===== config.mk =====
export PLATFORM = sky130hd
export DESIGN_NAME = writeback_stage_flat
export DESIGN_NICKNAME = d
export VERILOG_FILES = /design/src/rtl/wb_pkg.sv /design/src/rtl/writeback_stage_if.sv /design/src/rtl/regfile_1w2r.sv /design/src/rtl/writeback_stage.sv /design/src/flat_wrapper.sv
export SDC_FILE = /design/constraint.sdc
export NUM_CORES = 2
export LEC_CHECK = 0
export ABC_AREA = 0
export CAP_MARGIN = 25
export CORE_AREA = 4 4 464 466
export CTS_CLUSTER_DIAMETER = 120
export DETAILED_ROUTE_END_ITERATION = 8
export DIE_AREA = 0 0 468 470
export GPL_TIMING_DRIVEN = 0
export PLACE_DENSITY = 0.48
export SLEW_MARGIN = 10
export SYNTH_ARGS = -nofsm -noshare
export SYNTH_HDL_FRONTEND = slang
export SYNTH_SLANG_ARGS = --single-unit

===== constraint.sdc =====
create_clock -name clk -period 4.5 [get_ports clk]
set_input_delay 0.9 -clock clk [delete_from_list [all_inputs] [get_ports clk]]
set_output_delay 0.9 -clock clk [all_outputs]
set_load 0.01 [all_outputs]

===== src/rtl/wb_pkg.sv =====
// Shared types and sizes for the writeback stage: register file geometry,
// FSM state encoding and the {rd, value} write request.
package wb_pkg;
    localparam int XLEN = 32;
    localparam int NREG = 32;
    localparam int REGW = $clog2(NREG);

    typedef logic [REGW-1:0] reg_idx_t;

    typedef enum logic {
        WB_IDLE = 1'b0,
        WB_HOLD = 1'b1
    } wb_state_e;

    typedef struct packed {
        reg_idx_t        rd;
        logic [XLEN-1:0] val;
    } wb_req_t;
endpackage


===== src/rtl/writeback_stage_if.sv =====
// Result bus from the exec unit and the dmem stage into writeback, plus the
// stall/overrun status returned upstream.
interface writeback_stage_if;
    import wb_pkg::*;

    logic            ex_valid;
    reg_idx_t        ex_rd;
    logic [XLEN-1:0] ex_value;
    logic            ld_active;
    reg_idx_t        ld_rd;
    logic [XLEN-1:0] ld_value;
    logic            wb_stall;
    logic            overrun_err;

    modport master (
        output ex_valid, ex_rd, ex_value, ld_active, ld_rd, ld_value,
        input  wb_stall, overrun_err
    );

    modport slave (
        input  ex_valid, ex_rd, ex_value, ld_active, ld_rd, ld_value,
        output wb_stall, overrun_err
    );
endinterface


===== src/rtl/regfile_1w2r.sv =====
// Register file with one write port and two read ports that bypass the
// current-cycle write; x0 is never written and always reads zero.
module regfile_1w2r
    import wb_pkg::*;
(
    input  logic                 clk,
    input  logic                 rst_n,
    input  logic                 we,
    input  reg_idx_t             wa,
    input  logic [XLEN-1:0]      wd,
    input  reg_idx_t             ra1,
    input  reg_idx_t             ra2,
    output logic [XLEN-1:0]      rd1,
    output logic [XLEN-1:0]      rd2,
    output logic [NREG*XLEN-1:0] regs_flat
);
    logic [XLEN-1:0] regs_q [NREG];

    always_ff @(posedge clk or negedge rst_n) begin
        if (!rst_n) begin
            for (int i = 0; i < NREG; i++) regs_q[i] <= '0;
        end else if (we && (wa != '0)) begin
            regs_q[wa] <= wd;
        end
    end

    function automatic logic [XLEN-1:0] read_port(input reg_idx_t ra);
        if (ra == '0)
            return '0;
        else if (we && (wa == ra))
            return wd;
        else
            return regs_q[ra];
    endfunction

    always_comb begin
        rd1 = read_port(ra1);
        rd2 = read_port(ra2);
    end

    always_comb begin
        regs_flat = '0;
        for (int i = 0; i < NREG; i++) regs_flat[i*XLEN +: XLEN] = regs_q[i];
    end
endmodule


===== src/rtl/writeback_stage.sv =====
// Final pipeline stage: commits one exec or load result per cycle, parking the
// exec result for a cycle when both arrive together (the load is older).
//
// state   | meaning
// WB_IDLE | accepting inputs; load wins a collision, exec goes to hold entry
// WB_HOLD | committing the hold entry; upstream stalled, inputs ignored
module writeback_stage
    import wb_pkg::*;
(
    input  logic                 clk,
    input  logic                 rst_n,
    writeback_stage_if.slave     bus,
    input  reg_idx_t             rs1_addr,
    input  reg_idx_t             rs2_addr,
    output logic [XLEN-1:0]      rs1_data,
    output logic [XLEN-1:0]      rs2_data,
    output logic [NREG*XLEN-1:0] general_reg,
    output logic [31:0]          retire_cnt
);
    wb_state_e state_q, state_d;
    wb_req_t   hold_q;
    wb_req_t   wr_req;
    logic      wr_en;
    logic      capture_hold;
    logic      overrun_q;
    logic [31:0] cnt_q;

    always_ff @(posedge clk or negedge rst_n) begin
        if (!rst_n) state_q <= WB_IDLE;
        else        state_q <= state_d;
    end

    always_comb begin
        state_d = state_q;
        case (state_q)
            WB_IDLE: if (bus.ld_active && bus.ex_valid) state_d = WB_HOLD;
            WB_HOLD: state_d = WB_IDLE;
            default: state_d = WB_IDLE;
        endcase
    end

    always_comb begin
        wr_en        = 1'b0;
        wr_req       = '0;
        capture_hold = 1'b0;
        bus.wb_stall = (state_q == WB_HOLD);
        case (state_q)
            WB_IDLE: begin
                if (bus.ld_active) begin
                    wr_en        = 1'b1;
                    wr_req       = '{rd: bus.ld_rd, val: bus.ld_value};
                    capture_hold = bus.ex_valid;
                end else if (bus.ex_valid) begin
                    wr_en  = 1'b1;
                    wr_req = '{rd: bus.ex_rd, val: bus.ex_value};
                end
            end
            WB_HOLD: begin
                wr_en  = 1'b1;
                wr_req = hold_q;
            end
            default: ;
        endcase
    end

    always_ff @(posedge clk or negedge rst_n) begin
        if (!rst_n)            hold_q <= '0;
        else if (capture_hold) hold_q <= '{rd: bus.ex_rd, val: bus.ex_value};
    end

    // Sticky until reset: any valid presented while stalled was lost upstream.
    always_ff @(posedge clk or negedge rst_n) begin
        if (!rst_n)
            overrun_q <= 1'b0;
        else if ((state_q == WB_HOLD) && (bus.ex_valid || bus.ld_active))
            overrun_q <= 1'b1;
    end

    always_ff @(posedge clk or negedge rst_n) begin
        if (!rst_n)     cnt_q <= '0;
        else if (wr_en) cnt_q <= cnt_q + 32'd1;
    end

    assign bus.overrun_err = overrun_q;
    assign retire_cnt      = cnt_q;

    regfile_1w2r u_regfile (
        .clk       (clk),
        .rst_n     (rst_n),
        .we        (wr_en),
        .wa        (wr_req.rd),
        .wd        (wr_req.val),
        .ra1       (rs1_addr),
        .ra2       (rs2_addr),
        .rd1       (rs1_data),
        .rd2       (rs2_data),
        .regs_flat (general_reg)
    );
endmodule


===== src/flat_wrapper.sv =====
// flat-port wrapper written by rule: the top's interface ports become plain ports
module writeback_stage_flat import wb_pkg::*;
  (clk, rst_n, rs1_addr, rs2_addr, rs1_data, rs2_data, general_reg, retire_cnt, bus_ex_valid, bus_ex_rd, bus_ex_value, bus_ld_active, bus_ld_rd, bus_ld_value, bus_wb_stall, bus_overrun_err);
  writeback_stage_if bus_i ();
  input  logic clk;
  input  logic rst_n;
  input  reg_idx_t rs1_addr;
  input  reg_idx_t rs2_addr;
  output logic [XLEN-1:0] rs1_data;
  output logic [XLEN-1:0] rs2_data;
  output logic [NREG*XLEN-1:0] general_reg;
  output logic [31:0] retire_cnt;
  input wire logic [$bits(bus_i.ex_valid)-1:0] bus_ex_valid;
  input wire logic [$bits(bus_i.ex_rd)-1:0] bus_ex_rd;
  input wire logic [$bits(bus_i.ex_value)-1:0] bus_ex_value;
  input wire logic [$bits(bus_i.ld_active)-1:0] bus_ld_active;
  input wire logic [$bits(bus_i.ld_rd)-1:0] bus_ld_rd;
  input wire logic [$bits(bus_i.ld_value)-1:0] bus_ld_value;
  output wire logic [$bits(bus_i.wb_stall)-1:0] bus_wb_stall;
  output wire logic [$bits(bus_i.overrun_err)-1:0] bus_overrun_err;
  assign bus_i.ex_valid = bus_ex_valid;
  assign bus_i.ex_rd = bus_ex_rd;
  assign bus_i.ex_value = bus_ex_value;
  assign bus_i.ld_active = bus_ld_active;
  assign bus_i.ld_rd = bus_ld_rd;
  assign bus_i.ld_value = bus_ld_value;
  assign bus_wb_stall = bus_i.wb_stall;
  assign bus_overrun_err = bus_i.overrun_err;
  writeback_stage u_core (.clk(clk), .rst_n(rst_n), .bus(bus_i), .rs1_addr(rs1_addr), .rs2_addr(rs2_addr), .rs1_data(rs1_data), .rs2_data(rs2_data), .general_reg(general_reg), .retire_cnt(retire_cnt));
endmodule

==> results.yml <==
setup_path:
  cp_num_buf_inv: 5
  max_stage_delay_ns: 0.51
  cp_top_family: "buffers and inverters"
  r2r_setup_slack_ns: 0.85
  critPathCaptureType: "output pin"
  crit_path_start_kind: "primary input"
  cp-startpoint: "rs2_addr[2]"
  crit_cells: 11
  r2r_cells: 7
  regToRegStartpoint: "u_core.bus.wb_stall"
  crit_type: "in2out"
  cpMostUsedCell: "clkbuf_8"
  cp.arrival_ns: 3.74
  crit_path_end: "rs2_data[23]"
  crit_required_ns: 3.60
  regToRegEndpoint: "u_core.u_regfile.regs_flat[47]"
  path_max_fanout: 10
  cp_slowest_cell: "a22oi_2"
  cp_cell_sequence: "clkdlybuf4s50_1 -> clkbuf_8 -> nor2b_1 -> clkbuf_8 -> clkbuf_8 -> a22oi_2 -> nand3_1 -> nand4_1 -> a21oi_2 -> a211oi_4 -> buf_2"
sta:
  setup_ws_ns: -0.135
  setup_viol: 11
  worst_slew_pin_slew_ns: 1.19
  holdWs_ns: 0.476
  slew_headroom_pct: 20.6
  setup_tns_ns: -0.421
  skew_ns: 0.0363
  rsz0062_at_grt: "yes"
  hold_viol_final: 0
  slew_violations: 0
  finalCritPeriodShare_pct: 103
  clock.fmax_mhz: 216
  period_minus_slack_ns: 4.64
routing:
  num_vias: 60231
  drt_iter0_drc: 8509
  wl_per_cell_um: 45.9
  drt-vias-per-instance: 5.99
  route.detailed.drc: 0
  wirelength_um: 461000
  drt_pass1_iterations: 6
  final_antenna_net_count: 0
clocking:
  h-tree-depth: 4
  cts.sinks: 1095
  cts_buffers: 144
  clock-root-buffer: "clkbuf_16"
  clock_latency_ns: 0.86
  cts_tree: "done"
  cts_buffer_depth: 3
  path_clk_slew_ns: 0.06
power:
  p_leak_nw: 34.2
  seqPwrFrac_pct: 35.0
  cellPowerDensity_mw_per_mm2: 619
  sw_frac_of_total_pct: 42.5
  internal_power_mw: 29.0
  p_comb_share_pct: 40.4
  clockPowerShare_pct: 24.5
  power.switching_mw: 21.5
  peakVddDrop_uv: 411
synthesis:
  synth_top_cell_area_share_pct: 48.2
  syn_avg_cell_area_um2: 10.1
  synthCells: 5643
  synth_edf_count: 0
  synth_async_sr_flop_share_pct: 100
  synth_top_flop_cell: "dfrtp_1"
  synth_top_area_cell: "dfrtp_1"
  synth_cell_types: 61
  synth_most_common_cell: "nand2_1"
  ys_seq_area_share_pct: 48.2
  synth_seq_cells: 1095
  synth-warning-count: 0
  netlist_area_mm2: 0.0569
  syn-num-nets: 5732
  ys_top_cells_by_count: "nand2_1 (1155), dfrtp_1 (1095), o21ai_0 (687)"
  synthTopCellsByArea: "dfrtp_1 (48%), mux4_2 (10%), mux2i_1 (8.8%), nand2_1 (7.6%), o21ai_0 (6.0%)"
placed_design:
  detailed_place_hpwl_um: 366000
  port_buffers: 1206
  place_area_mm2: 0.0739
  gp_congestion: 1.01
worst_hold_path:
  hold_path.class: "reg2reg"
floorplanning:
  core_mm2: 0.211
  start_util_pct: 26.9
  core.rowCount: 169
  die_area_mm2: 0.220
  io_pins: 1210
  die_h_um: 470
  die_w_um: 468
outcome:
  violations: "negative setup slack"
  outcome: "finished with violations"
grt:
  grt_pass1_vias: 57511
  grt_pass1_wl_um: 591000
  antenna_found_initial: 51
  grt_start_max_net_pins: 152
  grtUsageTotal_pct: 40.6
  grt-ovfl-total: 0
finish:
  area_delta_synth_final_pct: 43.4
  design_area_mm2: 0.0816
  nets: 7196
  drive_gt1_share_pct: 16.5
  n_fill_cell: 20886
run:
  drv_cap: 0
## logic make-up (layout without fill, tap and decap cells)
family                   after synthesis  after routing  share of synthesized area, %
flip-flops                          1095           1095                          48.2
multiplexers                         777            777                          19.5
XOR/XNOR                              36             36                         0.554
buffers and inverters                618           2200                          4.47
AND/OR/NAND/NOR                     1535           1535                          11.3
other                                  0             13                             0
AO/OA/AOI/OAI                       1581           1581                          15.9
adder cells (fa/ha/maj)                1              1                        0.0220
## cell type report
type                    count  area [um2]  area share, %
clock inverters            62         847           1.04
plain buffers             597        3780           4.63
diodes                     13        32.5         0.0399
multi-input cells        3930       28200           34.6
repair buffers           1322       13500           16.5
inverters                  17        73.8         0.0905
clock buffers             202        4180           5.13
flip-flops and latches   1095       27400           33.6
well taps                2821        3530           4.33
## layer usage
| metal | vias up | wire length (um) | global-route usage [%] |
|---|---|---|---|
| li1 | 23346 | - | - |
| met2 | 4521 | 197000 | 60.3 |
| met5 | - | 194 | 0 |
| met1 | 31257 | 167000 | 48.2 |
| met3 | 1077 | 58100 | 16.7 |
| met4 | 30 | 38600 | 26.9 |
## cells in the final DEF, fill, tap and decap left out, drive strengths merged, types with 13 or more instances in the layout
| cell type | n |
|---|---|
| buf | 351 |
| clkbuf | 600 |
| mux2i | 500 |
| or4 | 17 |
| clkdlybuf4s50 | 1130 |
| xor2 | 17 |
| xnor2 | 19 |
| nor2 | 60 |
| clkinv | 45 |
| a211oi | 33 |
| mux2 | 13 |
| nand2 | 1155 |
| dfrtp | 1095 |
| inv | 17 |
| nand3 | 134 |
| diode | 13 |
| a22oi | 374 |
| dlygate4sd2 | 25 |
| a21oi | 135 |
| mux4 | 264 |
| nand4 | 86 |
| o21ai | 997 |
| or2 | 34 |
## flip-flops by register name (all words and copies together) (netlist names)
register,count
u_core.hold_q,37
u_core.bus.wb_stall,1
u_core.bus.overrun_err,1
u_core.u_regfile.regs_flat,1024
u_core.retire_cnt,32
## worst min-delay path by stage
stage	start	to	slack, ns	cells after the start
4_1_cts	u_core.hold_q[6]	u_core.hold_q[6]	0.48	2
6_report	u_core.hold_q[6]	u_core.hold_q[6]	0.48	2
2_1_floorplan	u_core.hold_q[0]	u_core.hold_q[0]	0.45	2
5_1_grt	u_core.bus.overrun_err	u_core.bus.overrun_err	0.49	1
3_5_place_dp	u_core.retire_cnt[31]	u_core.retire_cnt[31]	0.46	1
3_3_place_gp	u_core.retire_cnt[31]	u_core.retire_cnt[31]	0.46	1
## worst reg2reg max path: stages, from the launching register on
cell and delay, ns:
dfrtp_2 0.44, buf_6 0.16, buf_8 0.15, clkbuf_4 0.24, o21ai_1 0.50, nand4_1 0.96
clkbuf_1 0.75, o21ai_0 0.35
## power by group through the flow
stage                     logic, mW  registers, mW  clock network (mW)
after floorplan                5.85           17.0                   0
after global placement         19.4           17.4                   0
after detailed placement       19.7           17.5                   0
after CTS                      20.1           17.4                12.4
after global routing           21.2           17.9                12.8
final                          20.4           17.7                12.4
## metrics by stage
step | worst slack, ns | util [%] | total power, mW | std cells
2_1_floorplan | 0.883 | - | 22.8 | 5643
3_3_place_gp | -50.92 | 34.3 | 36.9 | 9670
3_5_place_dp | -2.29 | 35.0 | 37.2 | 9756
4_1_cts | -0.0408 | 38.5 | 49.9 | 10034
5_1_grt | -0.140 | 38.6 | 51.9 | 10048
6_report | -0.135 | 38.6 | 50.5 | 10059
## timing repair
item | CTS | global route
gates cloned | 1 | 0
hold endpoints to repair | 19 | 0
resized for setup | 808 | 104
setup endpoints to repair | 64 | 63
hold buffers | 1 | 0
setup buffers | 16 | 7
pin swaps | 68 | 27
No activity file was read; power rests on OpenSTA's default activity.
